<file path="src/rtl/ram_bus_bridge.sv">
// ram_bus_bridge: turns CPU memory read/write strobes into single-access KFSDRAM requests.
// Defining RAM_READ_BUFFER_EN adds a one-entry read buffer in front of the controller.
`timescale 1ns/1ps
module ram_bus_bridge #(
   parameter int ADDR_WIDTH     = 22,
   parameter int DATA_WIDTH     = 16,
   parameter int LANES          = DATA_WIDTH / 8,
   parameter int CTL_ADDR_WIDTH = 25,
   parameter int WAIT_WIDTH     = 2
) (
   input  logic                      clock,
   input  logic                      reset,
   input  logic [ADDR_WIDTH-1:0]     bus_address,
   input  logic [DATA_WIDTH-1:0]     bus_data_in,
   input  logic [LANES-1:0]          bus_byte_en,
   output logic [DATA_WIDTH-1:0]     bus_data_out,
   input  logic                      memory_read_n,
   input  logic                      memory_write_n,
   input  logic                      select_n,
   input  logic                      write_protect,
   input  logic                      no_command_state,
   input  logic                      wait_count_clk_en,
   input  logic [WAIT_WIDTH-1:0]     read_wait_cycle,
   input  logic [WAIT_WIDTH-1:0]     write_wait_cycle,
   output logic                      memory_access_ready,
   output logic                      initialized,
   output logic [CTL_ADDR_WIDTH-1:0] ctl_address,
   output logic [9:0]                ctl_access_num,
   output logic [15:0]               ctl_data_in,
   input  logic [15:0]               ctl_data_out,
   output logic                      ctl_write_request,
   output logic                      ctl_read_request,
   input  logic                      ctl_write_flag,
   input  logic                      ctl_read_flag,
   input  logic                      ctl_idle,
   input  logic                      ctl_refresh_mode,
   output logic                      ctl_enable_refresh,
   output logic [1:0]                ctl_dqm
);

   typedef enum logic [2:0] {
      ST_IDLE    = 3'd0,
      ST_WR_REQ  = 3'd1,
      ST_WR_BUSY = 3'd2,
      ST_RD_REQ  = 3'd3,
      ST_RD_BUSY = 3'd4,
      ST_DONE    = 3'd5,
      ST_ABORT   = 3'd6
   } state_t;

   state_t                state_r;
   state_t                state_next_s;
   logic                  wr_cmd_s;
   logic                  rd_cmd_s;
   logic                  buf_hit_s;
   logic                  rd_hit_s;
   logic [DATA_WIDTH-1:0] buf_data_s;
   logic [DATA_WIDTH-1:0] data_r;
   logic [LANES-1:0]      byte_en_r;
   logic                  prev_no_command_state_r;
   logic                  access_ready_r;
   logic                  initialized_r;
   logic [WAIT_WIDTH-1:0] rd_cnt_r;
   logic [WAIT_WIDTH-1:0] wr_cnt_r;
   logic [DATA_WIDTH-1:0] bus_data_out_r;
   logic [1:0]            dqm_s;

   assign wr_cmd_s = ~select_n & ~memory_write_n & ~write_protect;
   assign rd_cmd_s = ~select_n & ~memory_read_n;
   assign rd_hit_s = (state_r == ST_IDLE) & ~wr_cmd_s & rd_cmd_s & buf_hit_s;

`ifdef RAM_READ_BUFFER_EN
   logic [ADDR_WIDTH-1:0] buf_tag_r;
   logic [LANES-1:0]      buf_be_r;
   logic [DATA_WIDTH-1:0] buf_data_r;
   logic                  buf_valid_r;
   logic                  wr_any_s;

   // Protected writes also count: the word may have changed behind the buffer's back.
   assign wr_any_s   = ~select_n & ~memory_write_n;
   assign buf_hit_s  = buf_valid_r & (buf_tag_r == bus_address) & (buf_be_r == bus_byte_en);
   assign buf_data_s = buf_data_r;

   // Read buffer: fill on controller read completion, drop on a write to the tagged word
   always_ff @(posedge clock or posedge reset) begin
      if (reset) begin
         buf_tag_r   <= {ADDR_WIDTH{1'b0}};
         buf_be_r    <= {LANES{1'b0}};
         buf_data_r  <= {DATA_WIDTH{1'b0}};
         buf_valid_r <= 1'b0;
      end else if ((state_r == ST_RD_BUSY) && !ctl_read_flag) begin
         buf_tag_r   <= bus_address;
         buf_be_r    <= byte_en_r;
         buf_data_r  <= bus_data_out_r;
         buf_valid_r <= 1'b1;
      end else if (wr_any_s && (bus_address == buf_tag_r)) begin
         buf_valid_r <= 1'b0;
      end else begin
         buf_valid_r <= buf_valid_r;
      end
   end
`else
   assign buf_hit_s  = 1'b0;
   assign buf_data_s = {DATA_WIDTH{1'b0}};
`endif

   // State register
   always_ff @(posedge clock or posedge reset) begin
      if (reset) begin
         state_r <= ST_IDLE;
      end else begin
         state_r <= state_next_s;
      end
   end

   // Next-state logic; a flag edge outranks a dropped strobe
   always_comb begin
      state_next_s = state_r;
      case (state_r)
         ST_IDLE: begin
            if (wr_cmd_s)                   state_next_s = ST_WR_REQ;
            else if (rd_cmd_s && buf_hit_s) state_next_s = ST_DONE;
            else if (rd_cmd_s)              state_next_s = ST_RD_REQ;
            else                            state_next_s = ST_IDLE;
         end
         ST_WR_REQ: begin
            if (ctl_write_flag)  state_next_s = ST_WR_BUSY;
            else if (!wr_cmd_s)  state_next_s = ST_ABORT;
            else                 state_next_s = ST_WR_REQ;
         end
         ST_WR_BUSY: begin
            if (!ctl_write_flag) state_next_s = ST_DONE;
            else if (!wr_cmd_s)  state_next_s = ST_ABORT;
            else                 state_next_s = ST_WR_BUSY;
         end
         ST_RD_REQ: begin
            if (ctl_read_flag)   state_next_s = ST_RD_BUSY;
            else if (!rd_cmd_s)  state_next_s = ST_ABORT;
            else                 state_next_s = ST_RD_REQ;
         end
         ST_RD_BUSY: begin
            if (!ctl_read_flag)  state_next_s = ST_DONE;
            else if (!rd_cmd_s)  state_next_s = ST_ABORT;
            else                 state_next_s = ST_RD_BUSY;
         end
         ST_DONE: begin
            if (!wr_cmd_s && !rd_cmd_s) state_next_s = ST_IDLE;
            else                        state_next_s = ST_DONE;
         end
         ST_ABORT: begin
            if (ctl_idle) state_next_s = ST_IDLE;
            else          state_next_s = ST_ABORT;
         end
         default: state_next_s = ST_IDLE;
      endcase
   end

   // Unused upper lane of an 8-bit bus stays masked
   always_comb begin
      dqm_s = 2'b11;
      dqm_s[LANES-1:0] = ~byte_en_r;
   end

   // Controller request, address, data and mask outputs
   always_comb begin
      ctl_write_request = 1'b0;
      ctl_read_request  = 1'b0;
      ctl_address       = CTL_ADDR_WIDTH'(bus_address);
      ctl_data_in       = 16'(data_r);
      ctl_dqm           = dqm_s;
      case (state_r)
         ST_IDLE: begin
            if (wr_cmd_s)                    ctl_write_request = 1'b1;
            else if (rd_cmd_s && !buf_hit_s) ctl_read_request  = 1'b1;
            else                             ctl_read_request  = 1'b0;
         end
         ST_WR_REQ: ctl_write_request = 1'b1;
         ST_RD_REQ: ctl_read_request  = 1'b1;
         ST_DONE: begin
            ctl_address = {CTL_ADDR_WIDTH{1'b0}};
            ctl_data_in = 16'h0000;
         end
         ST_ABORT: begin
            ctl_address = {CTL_ADDR_WIDTH{1'b0}};
            ctl_data_in = 16'h0000;
            ctl_dqm     = 2'b11;
         end
         default: ctl_write_request = 1'b0;
      endcase
   end

   // Input latches and bus-idle history for the refresh edge detector
   always_ff @(posedge clock or posedge reset) begin
      if (reset) begin
         data_r                  <= {DATA_WIDTH{1'b0}};
         byte_en_r               <= {LANES{1'b1}};
         prev_no_command_state_r <= 1'b1;
      end else begin
         data_r                  <= bus_data_in;
         byte_en_r               <= bus_byte_en;
         prev_no_command_state_r <= no_command_state;
      end
   end

   // Bus-side ready tracking and sticky controller-initialised flag
   always_ff @(posedge clock or posedge reset) begin
      if (reset) begin
         access_ready_r <= 1'b0;
         initialized_r  <= 1'b0;
      end else begin
         if (state_r == ST_DONE)                                 access_ready_r <= 1'b1;
         else if (state_r == ST_IDLE)                            access_ready_r <= ctl_idle;
         else if ((wr_cmd_s || rd_cmd_s) && ctl_refresh_mode)    access_ready_r <= 1'b0;
         else                                                    access_ready_r <= access_ready_r;
         initialized_r <= initialized_r | ctl_idle;
      end
   end

   // Wait-state counters: reload while idle, count down to zero on tick enables
   always_ff @(posedge clock or posedge reset) begin
      if (reset) begin
         rd_cnt_r <= {WAIT_WIDTH{1'b0}};
         wr_cnt_r <= {WAIT_WIDTH{1'b0}};
      end else begin
         if (!rd_cmd_s)
            rd_cnt_r <= read_wait_cycle;
         else if (wait_count_clk_en && (rd_cnt_r != {WAIT_WIDTH{1'b0}}))
            rd_cnt_r <= rd_cnt_r - WAIT_WIDTH'(1'b1);
         else
            rd_cnt_r <= rd_cnt_r;
         if (!wr_cmd_s)
            wr_cnt_r <= write_wait_cycle;
         else if (wait_count_clk_en && (wr_cnt_r != {WAIT_WIDTH{1'b0}}))
            wr_cnt_r <= wr_cnt_r - WAIT_WIDTH'(1'b1);
         else
            wr_cnt_r <= wr_cnt_r;
      end
   end

   // Read data capture: sample while the controller drives, hold for the strobe, else clear
   always_ff @(posedge clock or posedge reset) begin
      if (reset)              bus_data_out_r <= {DATA_WIDTH{1'b0}};
      else if (ctl_read_flag) bus_data_out_r <= ctl_data_out[DATA_WIDTH-1:0];
      else if (rd_hit_s)      bus_data_out_r <= buf_data_s;
      else if (rd_cmd_s)      bus_data_out_r <= bus_data_out_r;
      else                    bus_data_out_r <= {DATA_WIDTH{1'b0}};
   end

   assign memory_access_ready = select_n | (memory_read_n & memory_write_n) |
                                (access_ready_r &
                                 ((rd_cnt_r == {WAIT_WIDTH{1'b0}}) | ~rd_cmd_s) &
                                 ((wr_cnt_r == {WAIT_WIDTH{1'b0}}) | ~wr_cmd_s));
   assign ctl_enable_refresh  = no_command_state & ~prev_no_command_state_r;
   assign ctl_access_num      = 10'd1;
   assign bus_data_out        = bus_data_out_r;
   assign initialized         = initialized_r;

endmodule

</file>
<file path="config.mk">
export PLATFORM = sky130hd
export DESIGN_NAME = ram_bus_bridge
export DESIGN_NICKNAME = d
export VERILOG_FILES = /design/src/rtl/ram_bus_bridge.sv
export SDC_FILE = /design/constraint.sdc
export NUM_CORES = 1
export LEC_CHECK = 0
export ABC_CLOCK_PERIOD_IN_PS = 1300
export BUFFER_PORTS_ARGS = -buffer_cell sky130_fd_sc_hd__buf_4
export CAP_MARGIN = 20
export CORE_AREA = 3 3 80 82
export DETAILED_ROUTE_END_ITERATION = 6
export DIE_AREA = 0 0 83 85
export GPL_TIMING_DRIVEN = 1
export PLACE_DENSITY = 0.86
export SYNTH_ARGS = -nofsm -noshare
export SYNTH_HDL_FRONTEND = slang
export SYNTH_SLANG_ARGS = --single-unit
</file>
<file path="constraint.sdc">
create_clock -name clock -period 1.3 [get_ports clock]
set_clock_uncertainty 0.1 [all_clocks]
set_input_delay 0.13 -clock clock [delete_from_list [all_inputs] [get_ports clock]]
set_output_delay 0.13 -clock clock [all_outputs]
set_load 0.05 [all_outputs]
</file>
==> impl_results.md, run 1 <==
- Distinct cells, synth: 34
- Hold endpoint: wr_cnt_r[1]$_DFFE_PP0P_
- DIE AREA: 7055 um^2
- Buf+Inv Stages, Crit Path: 2
- I/O Pins: 146
- Clock Tree Root: clkbuf_8
- Tcrit/Tclk final: 132.0%
- Clock Path Buffers: 2
- Cell Area, Placed: 3378 um^2
- Setup violations, final: 47
- Final hold violation count: 0
- Antenna Cells: 0
- Reg-to-Reg End: state_r[1]$_DFF_PP0_
- Max-slew violation count: 0
- Critical path arrival: 1.49 ns
- Worst-Skew Late Latency: 0.29 ns
- Die Ht: 85 um
- DRT iter0 DRCs: 45
- Worst setup EP type: output port
- Worst R2R Path Depth: 4
- Critical path's top delay family: flip-flops
- Gr ovfl total: 0
- Starting density of the core: 37.39%
- Flop and latch count out of synthesis: 44
- Core Region: 5816 um^2
- Status: finished, violations left
- ANT nets after route: 0
- Initial antenna violation count: 0
- Via density: 4.569
- Placed wire-length estimate: 4833 um
- Worst Hold Depth: 3
- First-pass GRT wire length: 11,690 um
- Post-synthesis adder-cell area fraction: 1.151%
- Remaining DRCs: 0
- RePlAce Congestion: 0.8027
- Register area share after synthesis: 50.81%
- Met2 WL: 4238 um
- Worst VDD drop: 1.332 mV
- Hold Crit Start: write_wait_cycle[1]
- Synth Instances: 235
- # H-tree levels: 2
- Setup Crit Path Kind: reg2out
- Layout cells sized above 1: 53.94%
- Gr usage total: 20.70%
- RSZ-0062 raised after global routing: true
- Reg2Reg Launch Point: state_r[1]$_DFF_PP0_
- WL/cell: 14.87 um
- CP startpoint kind: flip-flop
- Area Growth Syn to Fin: 97.76%
- Fmax: 582.9 MHz
- Leakage power: 2.081 nW
- Slowest cell on crit path: dfrtp_1
- Failing checks: negative setup slack
- Vias in the first global route: 2,394
- Syn_area_per_cell: 9.254 um^2
- Critical path peak fanout: 38
- # rows: 28
- Final min period: 1.715 ns
- Total negative slack: -16.59 ns
- Synth Area in Simple Gates: 25.20%
- Power Dens Cells: 1917 nW/um^2
- Synth Area in Compound Gates: 11.45%
- Met3 Wirelength: 529 um
- Overall power: 8.245 mW
- Fin util: 73.95%
- Largest family of logic cells by synthesized area: simple AND/OR/NAND/NOR gates
- IO Port Bufs: 132
- Clock Sinks: 44
- Die W: 83 um
- Met1 Wirelength: 2473 um
- Largest net degree at the start of global routing: 39
- CP required: 1.07 ns
- R2R setup slack: -0.08 ns
- Syn. warnings: 0
- Vias post-DR: 2,257
- Fin worst setup slack: -0.4154 ns
- CP cell instances: xor2_1, nand2_1, buf_12, and2_2, buf_6
- Drt pass-1 iters: 4
- Pre-CTS WS: -0.1208 ns
- DR top layer: met4
- Largest stage delay, worst path: 0.39 ns
- Netlist Area Pre-Place: 2175 um^2
- Hold crit path type: in2reg
- CTS Buf Count: 5
- Post-synthesis xor/xnor area fraction: 1.208%
- Drt total wl: 7347 um
- Mux cell area share after synthesis: 0.4603%
- Max-Cap Viols: 0
- Final nets: 492
- Final Cell Area: 4300 um^2
- Worst-path clk slew: 0.08 ns
- TritonCTS clock tree: built
[logic make-up after synthesis]
logic type | count (synthesis)
buffers and inverters | 33
other | 2
XOR/XNOR | 3
flip-flops | 44
multiplexers | 1
AND/OR/NAND/NOR | 108
AO/OA/AOI/OAI | 42
adder cells (fa/ha/maj) | 2
[stage by stage]
| stage | instances | hold slack [ns] |
|---|---|---|
| finish | 494 | 0.008812 |
| global route | 494 | 0.03340 |
| CTS | 492 | 0.004375 |
| detailed placement | 442 | -0.01184 |
| global placement | 442 | -0.01922 |
| floorplan | 246 | 0.03448 |
[cell usage in the layout, fill, tap and decap left out, types with 6 or more instances in the layout]
cell type / synthesis / routed
nor2_1: 13 / 10
buf_6: 3 / 12
a21oi_1: 10 / 7
o21ai_0: 20 / 20
dlygate4sd3_1: 0 / 40
clkbuf_8: 0 / 6
buf_4: 14 / 105
nand2_1: 40 / 37
and2_4: 0 / 30
conb_1: 2 / 13
buf_8: 0 / 32
and2_2: 0 / 8
dfrtp_1: 41 / 41
[registers in the layout (all words and copies together) (netlist names)]
signal,count
access_ready_r,1
bus_data_out,16
byte_en_r,2
data_r,16
initialized,1
prev_no_command_state_r,1
rd_cnt_r,2
state_r,3
wr_cnt_r,2
[where the power goes]
part	switching, mW	total [mW]	leakage [nW]	internal [mW]
logic	3.14	5.56	1.49	2.43
clock network	0.465	1.09	0.0614	0.628
registers	0.0827	1.59	0.525	1.51
total	3.69	8.24	2.08	4.56
[layout make-up]
cell class	count	area (um^2)
clock buffers	6	82.58
repair buffers	191	1844
multi-input cells	169	1110
clock inverters	2	38.79
fillers	388	1515
well taps	75	93.84
flip-flops and latches	44	1105
inverters	7	26.28
[layer usage]
metal  track usage [%]  up-vias
met1             20.84     1060
met5                 0        -
met4             6.092        0
met3             5.146       10
met2             41.55      100
li1                  -     1087
[synthesized netlist by cell type, drive strengths merged]
cell type / n / area, um^2
and2: 38 / 237.7
a31oi: 1 / 6.260
or2: 2 / 12.52
ha: 2 / 25.02
dfstp: 3 / 78.83
a32oi: 1 / 8.760
nand2: 40 / 150.1
mux2i: 1 / 10.01
inv: 7 / 26.28
or3: 1 / 6.260
a211oi: 2 / 15.01
xor2: 1 / 8.760
o211ai: 1 / 7.510
nor2: 14 / 55.06
a22oi: 1 / 7.510
nand2b: 5 / 31.28
a21oi: 10 / 50.05
nor2b: 3 / 18.77
o21ai: 20 / 100.1
a221oi: 1 / 15.01
nor3: 5 / 36.29
conb: 2 / 7.510
dfrtp: 41 / 1026
o21bai: 1 / 7.510
o21a: 3 / 22.52
buf: 21 / 158.9
clkbuf: 5 / 18.77
o221ai: 1 / 8.760
xnor2: 2 / 17.52
[repair_timing]
action	4_1_cts	5_1_grt
hold buffers	40	0
gates cloned	0	0
setup endpoints to repair	46	51
hold endpoints to repair	81	0
gates resized for setup	83	12
pin swaps	2	4
setup buffers	2	2
[worst max path at each step]
stage                              start                 to  slack [ns]  depth (start not counted)
floorplan           state_r[2]$_DFF_PP0_  ctl_write_request       -0.17                          2
global placement    state_r[0]$_DFF_PP0_     ctl_data_in[3]       -0.10                          5
detailed placement  state_r[0]$_DFF_PP0_     ctl_data_in[0]       -0.12                          5
CTS                 state_r[0]$_DFF_PP0_     ctl_data_in[0]       -0.42                          5
global route        state_r[0]$_DFF_PP0_    ctl_data_in[15]       -0.48                          5
finish              state_r[0]$_DFF_PP0_     ctl_data_in[0]       -0.42                          5
[worst reg2reg max path: cells and delay by family, from the launching register on]
family	cells	cell delay, ns
AND/OR/NAND/NOR	2	0.49
buffers and inverters	1	0.23
flip-flops	1	0.37
AO/OA/AOI/OAI	1	0.11
(Power assumes the default switching activity.)
==> run 2: changes to the inputs <==
--- a/config.mk
+++ b/config.mk
@@ -7,12 +7,13 @@
 export LEC_CHECK = 0
 export ABC_CLOCK_PERIOD_IN_PS = 1300
 export BUFFER_PORTS_ARGS = -buffer_cell sky130_fd_sc_hd__buf_4
-export CAP_MARGIN = 20
 export CORE_AREA = 3 3 80 82
 export DETAILED_ROUTE_END_ITERATION = 6
 export DIE_AREA = 0 0 83 85
 export GPL_TIMING_DRIVEN = 1
+export HOLD_SLACK_MARGIN = 0.15
 export PLACE_DENSITY = 0.86
+export REMOVE_ABC_BUFFERS = 1
 export SYNTH_ARGS = -nofsm -noshare
 export SYNTH_HDL_FRONTEND = slang
 export SYNTH_SLANG_ARGS = --single-unit
==> run 2 against run 1 <==
  * The run still ends with negative setup slack left
  * Critical endpoint is now ctl_data_in[2]
  * Hold slack better by 0.15 ns
  * Largest cell class unchanged
  * Cell count is 1.4% higher
  * Non-clock buffer count is 7 higher
==> impl_results.md, run 2 (same netlist as run 1, synthesis figures left out) <==
- WL/cell: 14.44 um
- DIE AREA: 7055 um^2
- Tcrit/Tclk final: 132.4%
- Leakage power: 1.982 nW
- TritonCTS clock tree: built
- Final nets: 499
- Status: finished, violations left
- Layout cells sized above 1: 44.60%
- ANT nets after route: 0
- Largest net degree at the start of global routing: 39
- RSZ-0062 raised after global routing: true
- CP required: 1.07 ns
- Critical path arrival: 1.49 ns
- Gr usage total: 19.83%
- # H-tree levels: 2
- Commonest non-fill, non-tap cells in the layout: 109 x buf_4, 43 x dlygate4sd3_1, 43 x buf_6
- Failing checks: negative setup slack
- Worst-path clk slew: 0.08 ns
- Die Ht: 85 um
- Power Dens Cells: 1823 nW/um^2
- CP startpoint kind: flip-flop
- I/O Pins: 146
- Overall power: 7.477 mW
- Clock Sinks: 44
- Fill cell count: 400
- Antenna Cells: 0
- Initial antenna violation count: 0
- Gr ovfl total: 0
- RePlAce Congestion: 0.8415
- IO Port Bufs: 132
- Drt pass-1 iters: 4
- Drt total wl: 7232 um
- Remaining DRCs: 0
- CTS Buf Count: 5
- Via density: 4.649
- Fin worst setup slack: -0.4216 ns
- Worst setup EP type: output port
- Final hold violation count: 0
- Vias post-DR: 2,329
- Worst-Skew Late Latency: 0.29 ns
- Most common cell after layout, fill and taps aside: buf_4
- Placed wire-length estimate: 4696 um
- Clock Path Buffers: 2
- WHS: 0.1618 ns
- Max-slew violation count: 0
- Fmax: 580.9 MHz
- # rows: 28
- Worst VDD drop: 1.283 mV
- Final Cell Area: 4101 um^2
- Vias in the first global route: 2,348
- Critical path peak fanout: 38
- Core Region: 5816 um^2
- Clock Tree Root: clkbuf_8
- Final min period: 1.722 ns
- Starting density of the core: 37.39%
- Area Growth Syn to Fin: 88.61%
- DRT iter0 DRCs: 65
- R2R setup slack: -0.17 ns
- Setup Crit Path Kind: reg2out
- Setup violations, final: 47
- Max-Cap Viols: 0
- Total negative slack: -16.87 ns
- Hold crit path type: in2reg
- First-pass GRT wire length: 11,320 um
- Cell Area, Placed: 3278 um^2
- Die W: 83 um
==> run 2: changes by cell type in the layout (fill, tap and decap cells not counted), sizes merged <==
| cell | before | now |
|---|---|---|
| inv | 7 | 8 |
| clkinvlp | 0 | 1 |
| buf | 151 | 155 |
| clkbuf | 6 | 5 |
| bufinv | 1 | 0 |
| dlygate4sd3 | 40 | 43 |
==> run 2: final timing paths <==
kind / from / end / cells after the start
hold reg to reg: initialized$_DFF_PP0_ / initialized$_DFF_PP0_ / 1
max in group asynchronous: reset / prev_no_command_state_r$_DFF_PP1_ / 4
setup / recovery: state_r[0]$_DFF_PP0_ / ctl_data_in[2] / 5
setup reg to reg: state_r[0]$_DFF_PP0_ / state_r[0]$_DFF_PP0_ / 5
hold / removal: write_protect / state_r[2]$_DFF_PP0_ / 5
min in group asynchronous: reset / bus_data_out[4]$_DFFE_PP0P_ / 4
==> run 2: critical path: stages, from the launching register on <==
cell	delay, ns
dfrtp_1	0.40
xor2_1	0.16
nand2_1	0.11
buf_12	0.17
and2_1	0.17
buf_6	0.17
==> run 2: layout make-up <==
cell class / instances / area [um^2] / area share [%]
inverter: 7 / 26.28 / 0.6406
timing repair buffer: 198 / 1788 / 43.59
multi-input combinational: 169 / 998.5 / 24.34
clock inverter: 3 / 21.27 / 0.5186
tap: 75 / 93.84 / 2.288
clock buffer: 5 / 68.82 / 1.678
sequential: 44 / 1105 / 26.94
==> run 2: timing repair <==
item                                    in CTS  in global routing
gates resized for setup                     62                 10
endpoints found under the setup margin      47                 48
hold buffers                                42                  1
buffers inserted                             5                  0
pin swaps                                    6                  2
endpoints found under the hold margin       86                  1
==> run 2: per-layer routing <==
| layer | track usage (%) | share of wire (%) | vias up |
|---|---|---|---|
| met3 | 6.699 | 8.4 | 10 |
| met5 | 0 | 0 | - |
| met2 | 37.54 | 55 | 122 |
| met4 | 5.646 | 1.4 | 0 |
| li1 | - | - | 1108 |
| met1 | 20.84 | 35 | 1089 |
==> run 2: report_power, final <==
part | switching, mW | total, mW | internal, mW
logic | 3.03 | 5.01 | 1.98
clock network | 0.479 | 0.860 | 0.381
registers | 0.0982 | 1.60 | 1.51
total | 3.61 | 7.48 | 3.87
==> run 2: per-stage QoR <==
stage                     setup slack (ns)  std cells  utilization (%)
after floorplan                    -0.5455        220                -
after global placement            -0.09896        446            56.37
after detailed placement           -0.1214        446            56.37
after CTS                          -0.4332        501            69.82
after global routing               -0.4836        501            70.53
final                              -0.4216        501            70.53
==> run 3: changes to the inputs <==
--- a/config.mk
+++ b/config.mk
@@ -7,12 +7,14 @@
 export LEC_CHECK = 0
 export ABC_CLOCK_PERIOD_IN_PS = 1300
 export BUFFER_PORTS_ARGS = -buffer_cell sky130_fd_sc_hd__buf_4
+export CAP_MARGIN = 20
 export CORE_AREA = 3 3 80 82
 export DETAILED_ROUTE_END_ITERATION = 6
 export DIE_AREA = 0 0 83 85
 export GPL_TIMING_DRIVEN = 1
 export HOLD_SLACK_MARGIN = 0.15
 export PLACE_DENSITY = 0.86
+export RECOVER_POWER = 50
 export REMOVE_ABC_BUFFERS = 1
 export SYNTH_ARGS = -nofsm -noshare
 export SYNTH_HDL_FRONTEND = slang
==> run 3 against run 2 <==
  * The run still ends with negative setup slack left
  * Hold slack hardly changed
  * Non-clock buffer count stayed put
  * Routed wire length is 0.43% lower
  * Maximum frequency hardly changed
  * Register-to-register slack worse by 0.02 ns
  * Combinational power hardly changed
  * Count of clock-buffer cells in the layout stayed put
  * Die area stayed put
  * Core utilization is 0.15 points lower
  * Via count stayed put
  * Critical path depth stayed put
  * First-iteration DRC count is 11% higher
  * Critical path type unchanged
  * Critical endpoint unchanged
==> impl_results.md, run 3 (same netlist as run 1, synthesis figures left out) <==
- Tightest Pin Transition: 0.5880 ns
- # H-tree levels: 2
- Worst-path clk slew: 0.08 ns
- Fill cell count: 400
- Fmax: 580.9 MHz
- Drt total wl: 7201 um
- Gr ovfl total: 0
- I/O Pins: 146
- Die W: 83 um
- WL/cell: 14.37 um
- Clock Tree Root: clkbuf_8
- Worst setup EP type: output port
- CP cell instances: xor2_1, nand2_1, buf_12, and2_1, buf_6
- Largest stage delay, worst path: 0.40 ns
- CP startpoint kind: flip-flop
- Reg-to-Reg End: state_r[0]$_DFF_PP0_
- First-pass GRT wire length: 11,320 um
- Power Dens Cells: 1825 nW/um^2
- Reg2Reg Launch Point: state_r[0]$_DFF_PP0_
- Fin util: 70.37%
- Vias post-DR: 2,329
- Setup Crit Path Kind: reg2out
- Worst VDD drop: 1.282 mV
- Final Cell Area: 4093 um^2
- Tcrit/Tclk final: 132.4%
- Area Growth Syn to Fin: 88.21%
- Cell Area, Placed: 3278 um^2
- Core Region: 5816 um^2
- Vias in the first global route: 2,348
- Remaining DRCs: 0
- CP required: 1.07 ns
- Max-Cap Viols: 0
- RSZ-0062 raised after global routing: true
- Failing checks: negative setup slack
- Final nets: 499
- Die Ht: 85 um
- Setup violations, final: 47
- Clock Sinks: 44
- Most common cell after layout, fill and taps aside: buf_4
- Antenna Cells: 0
- TritonCTS clock tree: built
- WHS: 0.1619 ns
- Fin worst setup slack: -0.4214 ns
- Hold crit path type: in2reg
- Placed wire-length estimate: 4696 um
- # rows: 28
- Gr usage total: 19.83%
- Hold Crit Start: write_protect
- Final hold violation count: 0
- Final min period: 1.721 ns
- Clock Path Buffers: 2
- Hold endpoint: state_r[2]$_DFF_PP0_
- Leakage power: 1.975 nW
- Worst R2R Path Depth: 6
- Critical path peak fanout: 38
- Via density: 4.649
- Commonest non-fill, non-tap cells in the layout: 87 x buf_4, 43 x dlygate4sd3_1, 43 x buf_6
- DRT iter0 DRCs: 72
- Drt pass-1 iters: 4
- Slowest cell on crit path: dfrtp_1
- RePlAce Congestion: 0.8415
- Max-slew violation count: 0
- Initial antenna violation count: 0
- Starting density of the core: 37.39%
- DIE AREA: 7055 um^2
- CTS Buf Count: 5
- ANT nets after route: 0
- IO Port Bufs: 132
- Layout cells sized above 1: 44.13%
- Seq. cell area: 1105 um^2
- Largest net degree at the start of global routing: 39
- R2R setup slack: -0.19 ns
- Worst-Skew Late Latency: 0.29 ns
- Slew headroom: 60.80%
- Worst Hold Depth: 5
- Pre-CTS WS: -0.1214 ns
- Critical path arrival: 1.49 ns
- Status: finished, violations left
- Multi-input gate area: 998.5 um^2
run 3: how the worst max path moves through the flow:
stage	start	end	slack (ns)	cells after the start
3_5_place_dp	state_r[0]$_DFF_PP0_	ctl_data_in[6]	-0.12	5
5_1_grt	state_r[0]$_DFF_PP0_	ctl_data_in[2]	-0.48	5
6_report	state_r[0]$_DFF_PP0_	ctl_data_in[2]	-0.42	5
4_1_cts	state_r[0]$_DFF_PP0_	ctl_data_in[6]	-0.43	5
3_3_place_gp	state_r[0]$_DFF_PP0_	ctl_data_in[6]	-0.1	5
2_1_floorplan	state_r[2]$_DFF_PP0_	ctl_write_request	-0.55	1
run 3: area by class of cell:
class,count,share of cell area (%)
Timing Repair Buffer,198,43.47
Sequential cell,44,26.99
Multi-Input combinational cell,169,24.40
Tap cell,75,2.293
Clock buffer,5,1.681
Inverter,7,0.6420
Clock inverter,3,0.5197
run 3: metrics by stage:
step | cells | setup TNS, ns | total power [mW]
after floorplan | 220 | -21.23 | 4.338
after global placement | 446 | -2.408 | 5.745
after detailed placement | 446 | -4.059 | 5.813
after CTS | 501 | -17.47 | 7.417
after global routing | 501 | -20.11 | 7.818
final | 501 | -16.89 | 7.469
run 3: power breakdown:
part           total, mW  internal (mW)  switching, mW
registers           1.60           1.51         0.0981
logic               5.01           1.98           3.03
clock network      0.859          0.381          0.478
run 3: metal layers:
layer,vias to the layer above,share of wire (%),GRT usage [%]
li1,1108,-,-
met1,1086,35,20.84
met2,125,55,37.54
met3,10,8.6,6.699
met4,0,1.4,5.646
met5,-,0,0
run 3: repair_timing:
action,4_1_cts,5_1_grt
pin swaps,6,2
endpoints found under the setup margin,47,48
gates resized for setup,62,10
endpoints found under the hold margin,86,1
setup buffers,5,0
hold buffers,42,1
run 3: critical path: cells and delay by family, from the launching register on:
kind	cells	cell delay, ns
xor gates and xnor gates	1	0.16
buffers and inverters	2	0.34
DFF	1	0.40
and+or+nand+nor	2	0.28
